`config.mk`:
```
export PLATFORM = sky130hd
export DESIGN_NAME = seg7_scan_driver
export DESIGN_NICKNAME = d
export VERILOG_FILES = /design/src/rtl/seg7_scan_driver.sv
export SDC_FILE = /design/constraint.sdc
export NUM_CORES = 1
export LEC_CHECK = 0
export ABC_AREA = 1
export CAP_MARGIN = 10
export CORE_MARGIN = 5
export CORE_UTILIZATION = 55
export CTS_CLUSTER_DIAMETER = 80
export CTS_CLUSTER_SIZE = 30
export DETAILED_ROUTE_END_ITERATION = 8
export PLACE_DENSITY_LB_ADDON = 0.3
export SLEW_MARGIN = 20
export SYNTH_ARGS = -nofsm -noshare
export SYNTH_HDL_FRONTEND = slang
export SYNTH_SLANG_ARGS = --single-unit
```
`constraint.sdc`:
```
create_clock -name clk_100MHz -period 2.4 [get_ports clk_100MHz]
set_clock_uncertainty 0.1 [all_clocks]
set_input_delay 0.36 -clock clk_100MHz [delete_from_list [all_inputs] [get_ports clk_100MHz]]
set_output_delay 0.36 -clock clk_100MHz [all_outputs]
set_load 0.01 [all_outputs]
```
`src/rtl/seg7_scan_driver.sv`:
```
// Four-digit multiplexed 7-segment driver: per-frame digit snapshot, leading-zero
// blanking, per-slot dead time, registered anode/segment outputs.
module seg7_scan_driver #(
    parameter int unsigned REFRESH_DIV  = 100000,
    parameter int unsigned BLANK_CYCLES = 1000,
    parameter bit          LZ_BLANK     = 1'b1,
    parameter bit          ACTIVE_LOW   = 1'b1
) (
    input  logic       clk_100MHz,
    input  logic       reset_n,
    input  logic [3:0] ones,
    input  logic [3:0] tens,
    input  logic [3:0] hundreds,
    input  logic [3:0] thousands,
    input  logic       enable,
    output logic [3:0] an,
    output logic [6:0] seg,
    output logic       dp,
    output logic       frame_start
);

    localparam int          CW      = (REFRESH_DIV > 1) ? $clog2(REFRESH_DIV) : 1;
    localparam logic [CW-1:0] LAST  = CW'(REFRESH_DIV - 1);
    localparam logic [CW-1:0] BLANK = CW'(BLANK_CYCLES);
    localparam logic [3:0]  AN_OFF  = ACTIVE_LOW ? 4'hF : 4'h0;
    localparam logic [6:0]  SEG_OFF = ACTIVE_LOW ? 7'h7F : 7'h00;

    typedef enum logic [1:0] {DIG0, DIG1, DIG2, DIG3} state_t;

    state_t             r_state;
    logic [CW-1:0]      r_div_cnt;
    logic [3:0][3:0]    r_shadow;
    logic               r_fresh;
    logic [3:0]         r_an;
    logic [6:0]         r_seg;
    logic               r_frame;

    logic               w_slot_end;
    logic               w_z3, w_z32, w_z321;
    logic [3:0]         w_digit;
    logic [3:0]         w_sel;
    logic               w_blank;
    logic               w_lit;
    logic [3:0]         w_an_ah;
    logic [6:0]         w_seg_ah;

    function automatic logic [6:0] f_decode(input logic [3:0] d);
        case (d)
            4'd0:    return 7'h3F;
            4'd1:    return 7'h06;
            4'd2:    return 7'h5B;
            4'd3:    return 7'h4F;
            4'd4:    return 7'h66;
            4'd5:    return 7'h6D;
            4'd6:    return 7'h7D;
            4'd7:    return 7'h07;
            4'd8:    return 7'h7F;
            4'd9:    return 7'h6F;
            default: return 7'h40;
        endcase
    endfunction

    always_comb begin
        w_slot_end = (r_div_cnt == LAST);
        // Zero tests run from the top digit down; A-F compare as nonzero.
        w_z3   = (r_shadow[3] == 4'd0);
        w_z32  = w_z3  && (r_shadow[2] == 4'd0);
        w_z321 = w_z32 && (r_shadow[1] == 4'd0);
        w_digit = r_shadow[0];
        w_sel   = 4'b0001;
        w_blank = 1'b0;
        case (r_state)
            DIG0: begin w_digit = r_shadow[0]; w_sel = 4'b0001; w_blank = 1'b0;              end
            DIG1: begin w_digit = r_shadow[1]; w_sel = 4'b0010; w_blank = LZ_BLANK && w_z321; end
            DIG2: begin w_digit = r_shadow[2]; w_sel = 4'b0100; w_blank = LZ_BLANK && w_z32;  end
            DIG3: begin w_digit = r_shadow[3]; w_sel = 4'b1000; w_blank = LZ_BLANK && w_z3;   end
            default: ;
        endcase
        w_lit    = (r_div_cnt >= BLANK) && enable && !w_blank;
        w_an_ah  = w_lit ? w_sel : 4'h0;
        w_seg_ah = w_lit ? f_decode(w_digit) : 7'h00;
    end

    always_ff @(posedge clk_100MHz or negedge reset_n) begin
        if (!reset_n) begin
            r_state   <= DIG0;
            r_div_cnt <= '0;
            r_shadow  <= '0;
            r_fresh   <= 1'b0;
            r_an      <= AN_OFF;
            r_seg     <= SEG_OFF;
            r_frame   <= 1'b0;
        end else begin
            if (w_slot_end) begin
                r_div_cnt <= '0;
                case (r_state)
                    DIG0:    r_state <= DIG1;
                    DIG1:    r_state <= DIG2;
                    DIG2:    r_state <= DIG3;
                    default: begin
                        r_state  <= DIG0;
                        r_shadow <= {thousands, hundreds, tens, ones};
                    end
                endcase
            end else begin
                r_div_cnt <= r_div_cnt + 1'b1;
            end
            // r_fresh marks the first DIG0 cycle after a capture; output lags it by one like an/seg.
            r_fresh <= w_slot_end && (r_state == DIG3);
            r_frame <= r_fresh;
            r_an    <= ACTIVE_LOW ? ~w_an_ah  : w_an_ah;
            r_seg   <= ACTIVE_LOW ? ~w_seg_ah : w_seg_ah;
        end
    end

    assign an          = r_an;
    assign seg         = r_seg;
    assign dp          = ACTIVE_LOW ? 1'b1 : 1'b0;
    assign frame_start = r_frame;

endmodule

```
==> results of run 1 <==
layout make-up:
cell class              count  share of cell area
inverters                  51              0.0626
repair buffers             34               0.111
flip-flops and latches     48               0.397
clock buffers               7              0.0249
clock inverters             1             0.00164
well taps                  54              0.0221
multi-input cells         228               0.381
power by group through the flow:
stage | clock, mW | combinational, mW | sequential, mW
2_1_floorplan | 0 | 0.00189 | 0.824
3_3_place_gp | 0 | 0.0486 | 0.824
3_5_place_dp | 0 | 0.0495 | 0.824
4_1_cts | 0.472 | 0.0508 | 0.809
5_1_grt | 0.505 | 0.0552 | 0.809
6_report | 0.459 | 0.0490 | 0.809
through the flow:
step	setup slack, ns	std cells	util
after global placement	0.262	414	0.636
after CTS	0.0755	423	0.656
final	0.241	423	0.657
after global routing	0.00181	423	0.657
after detailed placement	0.0869	414	0.636
after floorplan	0.224	331	-
path summary, 6_finish.rpt:
path                            start             to  slack (ns)  cells past startpoint
max                        r_state[1]         seg[3]        0.24                     14
min                           r_fresh    frame_start        0.26                      0
max reg2reg                r_state[1]         seg[3]        0.24                     14
min reg2reg                   r_fresh    frame_start        0.26                      0
max in group asynchronous     reset_n         seg[6]        1.13                      3
min in group asynchronous     reset_n  r_div_cnt[16]        0.48                      2
routing by layer:
metal  track usage  wire length (um)
met4        0.0682                92
met3        0.0374               278
met2         0.302              2460
met1         0.244              2340
met5             0                 0
timing repair:
item | 4_1_cts | 5_1_grt
resized for setup | 0 | 2
hold buffers | 1 | 0
hold endpoints to repair | 22 | 0
endpoints found under the setup margin | 0 | 4
state kept, by name, indices dropped and copies added (netlist names):
register,flops
an,4
frame_start,1
r_div_cnt,17
r_fresh,1
r_shadow,16
r_state,2
seg,7
worst max-delay path, cell delays in order, from the launching register on:
cell     delay [ns]
dfrtp_1        0.42
inv_1          0.14
ha_2           0.26
inv_1          0.10
nand2_1        0.08
nor2_1         0.05
nor2_2         0.16
inv_1          0.11
ha_1           0.30
inv_1          0.05
nand3_1        0.09
nand3_1        0.10
nand2_1        0.05
inv_1          0.05
nand2_1        0.04
synth_stat cells:
cell type,n
inv_1,50
a21oi_4,1
nor2_1,35
dfstp_2,11
nand2_1,97
nand4_1,7
nor3b_1,1
nor4_1,1
a21oi_1,2
o211ai_1,1
nor2_4,2
nor2_2,1
o21ai_0,18
dfrtp_1,37
ha_1,13
buf_4,1
nand3_1,23
nand2_2,6
inv_2,1
buf_6,2
xor2_1,5
nor3_1,6
nand3b_1,1
conb_1,1
buf_2,1
xnor2_1,1
o21ai_2,4
o21ai_1,2
logic make-up after synthesis:
group	Yosys count	synth area share
adders and majority gates	13	0.0625
DFF	48	0.467
xor gates and xnor gates	6	0.0202
buffers and inverters	55	0.0871
and+or+nand+nor	180	0.297
AOI/OAI and AO/OA	28	0.0649
other	1	0.00144
==> flow_summary.json, run 1 <==
{
  "status": "completed",
  "rsz0062_at_grt": "no",
  "hold_path_class": "reg -> reg",
  "comb_power_share": 0.037,
  "netlist_area_um2": 2600,
  "grt_max_degree": 26,
  "syn_to_final_growth_pct": 17.7,
  "whs_ns": 0.257,
  "io_pins": 32,
  "critical_path_class": "reg -> reg",
  "post_dp_cell_area_um2": 2960,
  "intPower_mw": 1.04,
  "ys_ff_latch": 48,
  "syn_avg_cell_area_um2": 7.86,
  "cts_max_path_buffers": 2,
  "die_w_um": 78.8,
  "end_kind": "flip-flop",
  "synth_nets": 363,
  "io_buffers": 30,
  "yosys_warnings": 0,
  "design_area_um2": 3060,
  "required_ns": 2.53,
  "grt_pass1_vias": 2133,
  "antenna_found_initial": 0,
  "cts.sinks": 48,
  "path_clk_slew_ns": 0.08,
  "period_needed_ns": 2.16,
  "yosysTopAreaCell": "dfrtp_1",
  "synth_top_area_frac": 0.356,
  "total_power_mw": 1.32,
  "ff_latch_area_um2": 1210,
  "ys_top_cells_by_area": "dfrtp_1 (36%), nand2_1 (14%), dfstp_2 (11%)",
  "post_drt_wl_per_cell_um": 12.2,
  "route.vias.total": 2152,
  "seq_area_frac_synth": 0.467,
  "cts-htree-levels": 2,
  "ir_worst_vdd_v": 0.000278,
  "nFillCells": 396,
  "drt_iter0_drc": 175,
  "drv_cap": 0,
  "period_share": 0.900,
  "switchingPower_uw": 275,
  "cts_setup_buffers": 0,
  "final_common_cell": "nand2_1",
  "p_leak_nw": 1.42,
  "globalRouteTotalUtil": 0.185,
  "clockPowerShare": 0.349,
  "seqPwrFrac": 0.614,
  "syn_inst": 331,
  "hpwlAfterDp_um": 4050,
  "swShare": 0.209,
  "multi_input_area_um2": 1160,
  "yosysUniqueCellTypes": 28,
  "fin_nets": 400,
  "cts_root_buf": "clkbuf_8",
  "cp-start-kind": "flip-flop",
  "drive_above_1_share": 0.103,
  "clk_latency_ns": 0.30,
  "diodes": 0,
  "path_max_fanout": 6,
  "fp.dieArea_um2": 6200,
  "gr-total-overflow": 0,
  "gp_congestion": 0.929,
  "drt_wl_total_um": 5170,
  "cts_inserted_buffers": 5,
  "maxSlewViolCount": 0,
  "fmax_ghz": 0.463,
  "std_cell_rows": 25,
  "start_util": 0.558,
  "cts_tree": "yes",
  "die_y_um": 78.8,
  "final_hold_viol_count": 0,
  "post-route-drc-count": 0,
  "firstDrtPassIters": 4,
  "p_per_area_nw_per_um2": 430,
  "mostFrequentLayoutCells": "nand2_1 (97), inv_1 (50), dfrtp_1 (37)",
  "worst_ep_arrival_time_ns": 2.29,
  "worst_slew_margin_rel": 0.621,
  "worst_pin_slew_ns": 0.568,
  "ant_nets": 0,
  "setup_viol": 0,
  "grt_pass1_wl_um": 9110,
  "tns_ns": 0,
  "vias_per_cell": 5.09,
  "core_area_um2": 4660
}
Power figures use the tool's default switching activity.
==> run 2: changes to the inputs <==
Settings changed: CORE_UTILIZATION 55 to 35.
==> flow_summary.json, run 2 (synthesized netlist as in run 1, its figures left out) <==
{
  "final_common_cell": "nand2_1",
  "cp_num_cells": 14,
  "highest_layer": "met4",
  "mostFrequentLayoutCells": "nand2_1 (97), inv_1 (50), dfrtp_1 (37)",
  "wl_met2_um": 2260,
  "wl_met3_um": 240,
  "globalRouteTotalUtil": 0.123,
  "cp-start-kind": "flip-flop",
  "die_y_um": 96.2,
  "path_max_fanout": 6,
  "cts_inserted_buffers": 5,
  "worst_slew_margin_rel": 0.646,
  "post_drt_wl_per_cell_um": 11.1,
  "post-route-drc-count": 0,
  "rsz0062_at_grt": "no",
  "cts_root_buf": "clkbuf_8",
  "nFillCells": 748,
  "grt_max_degree": 27,
  "cts_max_path_buffers": 2,
  "firstDrtPassIters": 5,
  "drt_wl_total_um": 5180,
  "cts.sinks": 48,
  "drt_iter0_drc": 153,
  "met1Wirelength_um": 2610,
  "fin_nets": 400,
  "start_util": 0.359,
  "worst_pin_slew_ns": 0.530,
  "drive_above_1_share": 0.111,
  "crit_chain": "inv_1, ha_2, inv_1, nand2_1, nor2_1, nor2_2, inv_1, ha_1, inv_1, nand3_1, nand3_1, nand2_1, inv_1, nand2_1",
  "core_area_um2": 7250,
  "cts_tree": "yes",
  "cp_common_cell": "inv_1",
  "instances_no_fill": 468,
  "end_kind": "flip-flop",
  "dp.cells": 459,
  "p_per_area_nw_per_um2": 461,
  "regMostFlops": "r_div_cnt",
  "p_leak_nw": 1.44,
  "gp_congestion": 0.893,
  "period_needed_ns": 2.14,
  "ir_worst_vdd_v": 0.000231,
  "route.vias.total": 2105,
  "status": "completed",
  "fmax_ghz": 0.468,
  "path_clk_slew_ns": 0.09,
  "grt_pass1_wl_um": 8940,
  "min_path_cells": 0,
  "cpPeakStageDelay_ns": 0.44,
  "period_share": 0.891,
  "worst_ep_arrival_time_ns": 2.27,
  "ff_latch_area_um2": 1210,
  "clk_latency_ns": 0.30,
  "tns_ns": 0,
  "setup_viol": 0,
  "antenna_found_initial": 0,
  "fp.dieArea_um2": 9260,
  "grt_pass1_vias": 1962,
  "hpwlAfterDp_um": 4040,
  "required_ns": 2.53,
  "hold_path_class": "reg -> reg",
  "total_power_mw": 1.46,
  "syn_to_final_growth_pct": 21.6,
  "cts-htree-levels": 2,
  "io_pins": 32,
  "cp_slowest_cell": "dfrtp_1",
  "r2r_cells": 14,
  "std_cell_rows": 31,
  "vias_per_cell": 4.50,
  "drv_cap": 0,
  "cts_setup_buffers": 0,
  "multi_input_area_um2": 1170,
  "critical_path_class": "reg -> reg",
  "gr-total-overflow": 0,
  "path_buf_inv": 5,
  "final_hold_viol_count": 0,
  "diodes": 0,
  "maxSlewViolCount": 0,
  "ant_nets": 0,
  "crit_family": "simple AND/OR/NAND/NOR gates",
  "die_w_um": 96.2,
  "whs_ns": 0.259,
  "io_buffers": 30,
  "largest_register_ff_count": 17
}
-- run 2: cell types whose count changed in the layout (fill, tap and decap cells not counted), sizes merged --
| cell | delta |
|---|---|
| clkbuf | +1 |
| clkinv | -1 |
-- run 2: layout make-up --
type                    instances  area share
repair buffers                 34       0.108
flip-flops and latches         48       0.384
multi-input cells             228       0.370
clock buffers                   8      0.0388
well taps                      99      0.0392
inverters                      51      0.0605
-- run 2: worst register-to-register path: cells and delay by family, from the launching register on --
family	cells	cell delay (ns)
DFF	1	0.44
adders and majority gates	2	0.54
and+or+nand+nor	7	0.54
buffers and inverters	5	0.44
-- run 2: metrics by stage --
stage          area, um2  setup slack, ns   util
5_1_grt             3160           0.0232  0.436
3_5_place_dp        3020            0.131  0.416
4_1_cts             3150            0.114  0.435
2_1_floorplan       2600            0.224      -
6_report            3160            0.262  0.436
3_3_place_gp        3020            0.248  0.416
-- run 2: path summary, 6_finish.rpt --
kind                            start       endpoint  slack [ns]
setup / recovery           r_state[0]         seg[3]        0.26
hold / removal                r_fresh    frame_start        0.26
setup reg to reg           r_state[0]         seg[3]        0.26
hold reg to reg               r_fresh    frame_start        0.26
max in group asynchronous     reset_n         seg[6]        1.14
min in group asynchronous     reset_n  r_div_cnt[14]        0.47
-- run 2: repair_timing --
item / in CTS / in global routing
hold buffers: 1 / 0
gates resized for setup: 0 / 4
endpoints found under the setup margin: 0 / 4
endpoints found under the hold margin: 13 / 0
-- run 2: report_power, final --
group	leakage (nW)	total, mW	switching, mW	internal, mW
registers	0.535	0.809	0	0.809
logic	0.843	0.0490	0.0203	0.0287
clock network	0.0618	0.599	0.267	0.333
-- run 2: metal layers --
layer | vias up | GRT usage
met1 | 957 | 0.175
met5 | - | 0
met4 | 0 | 0.0498
met2 | 43 | 0.180
met3 | 5 | 0.0258
li1 | 1100 | -
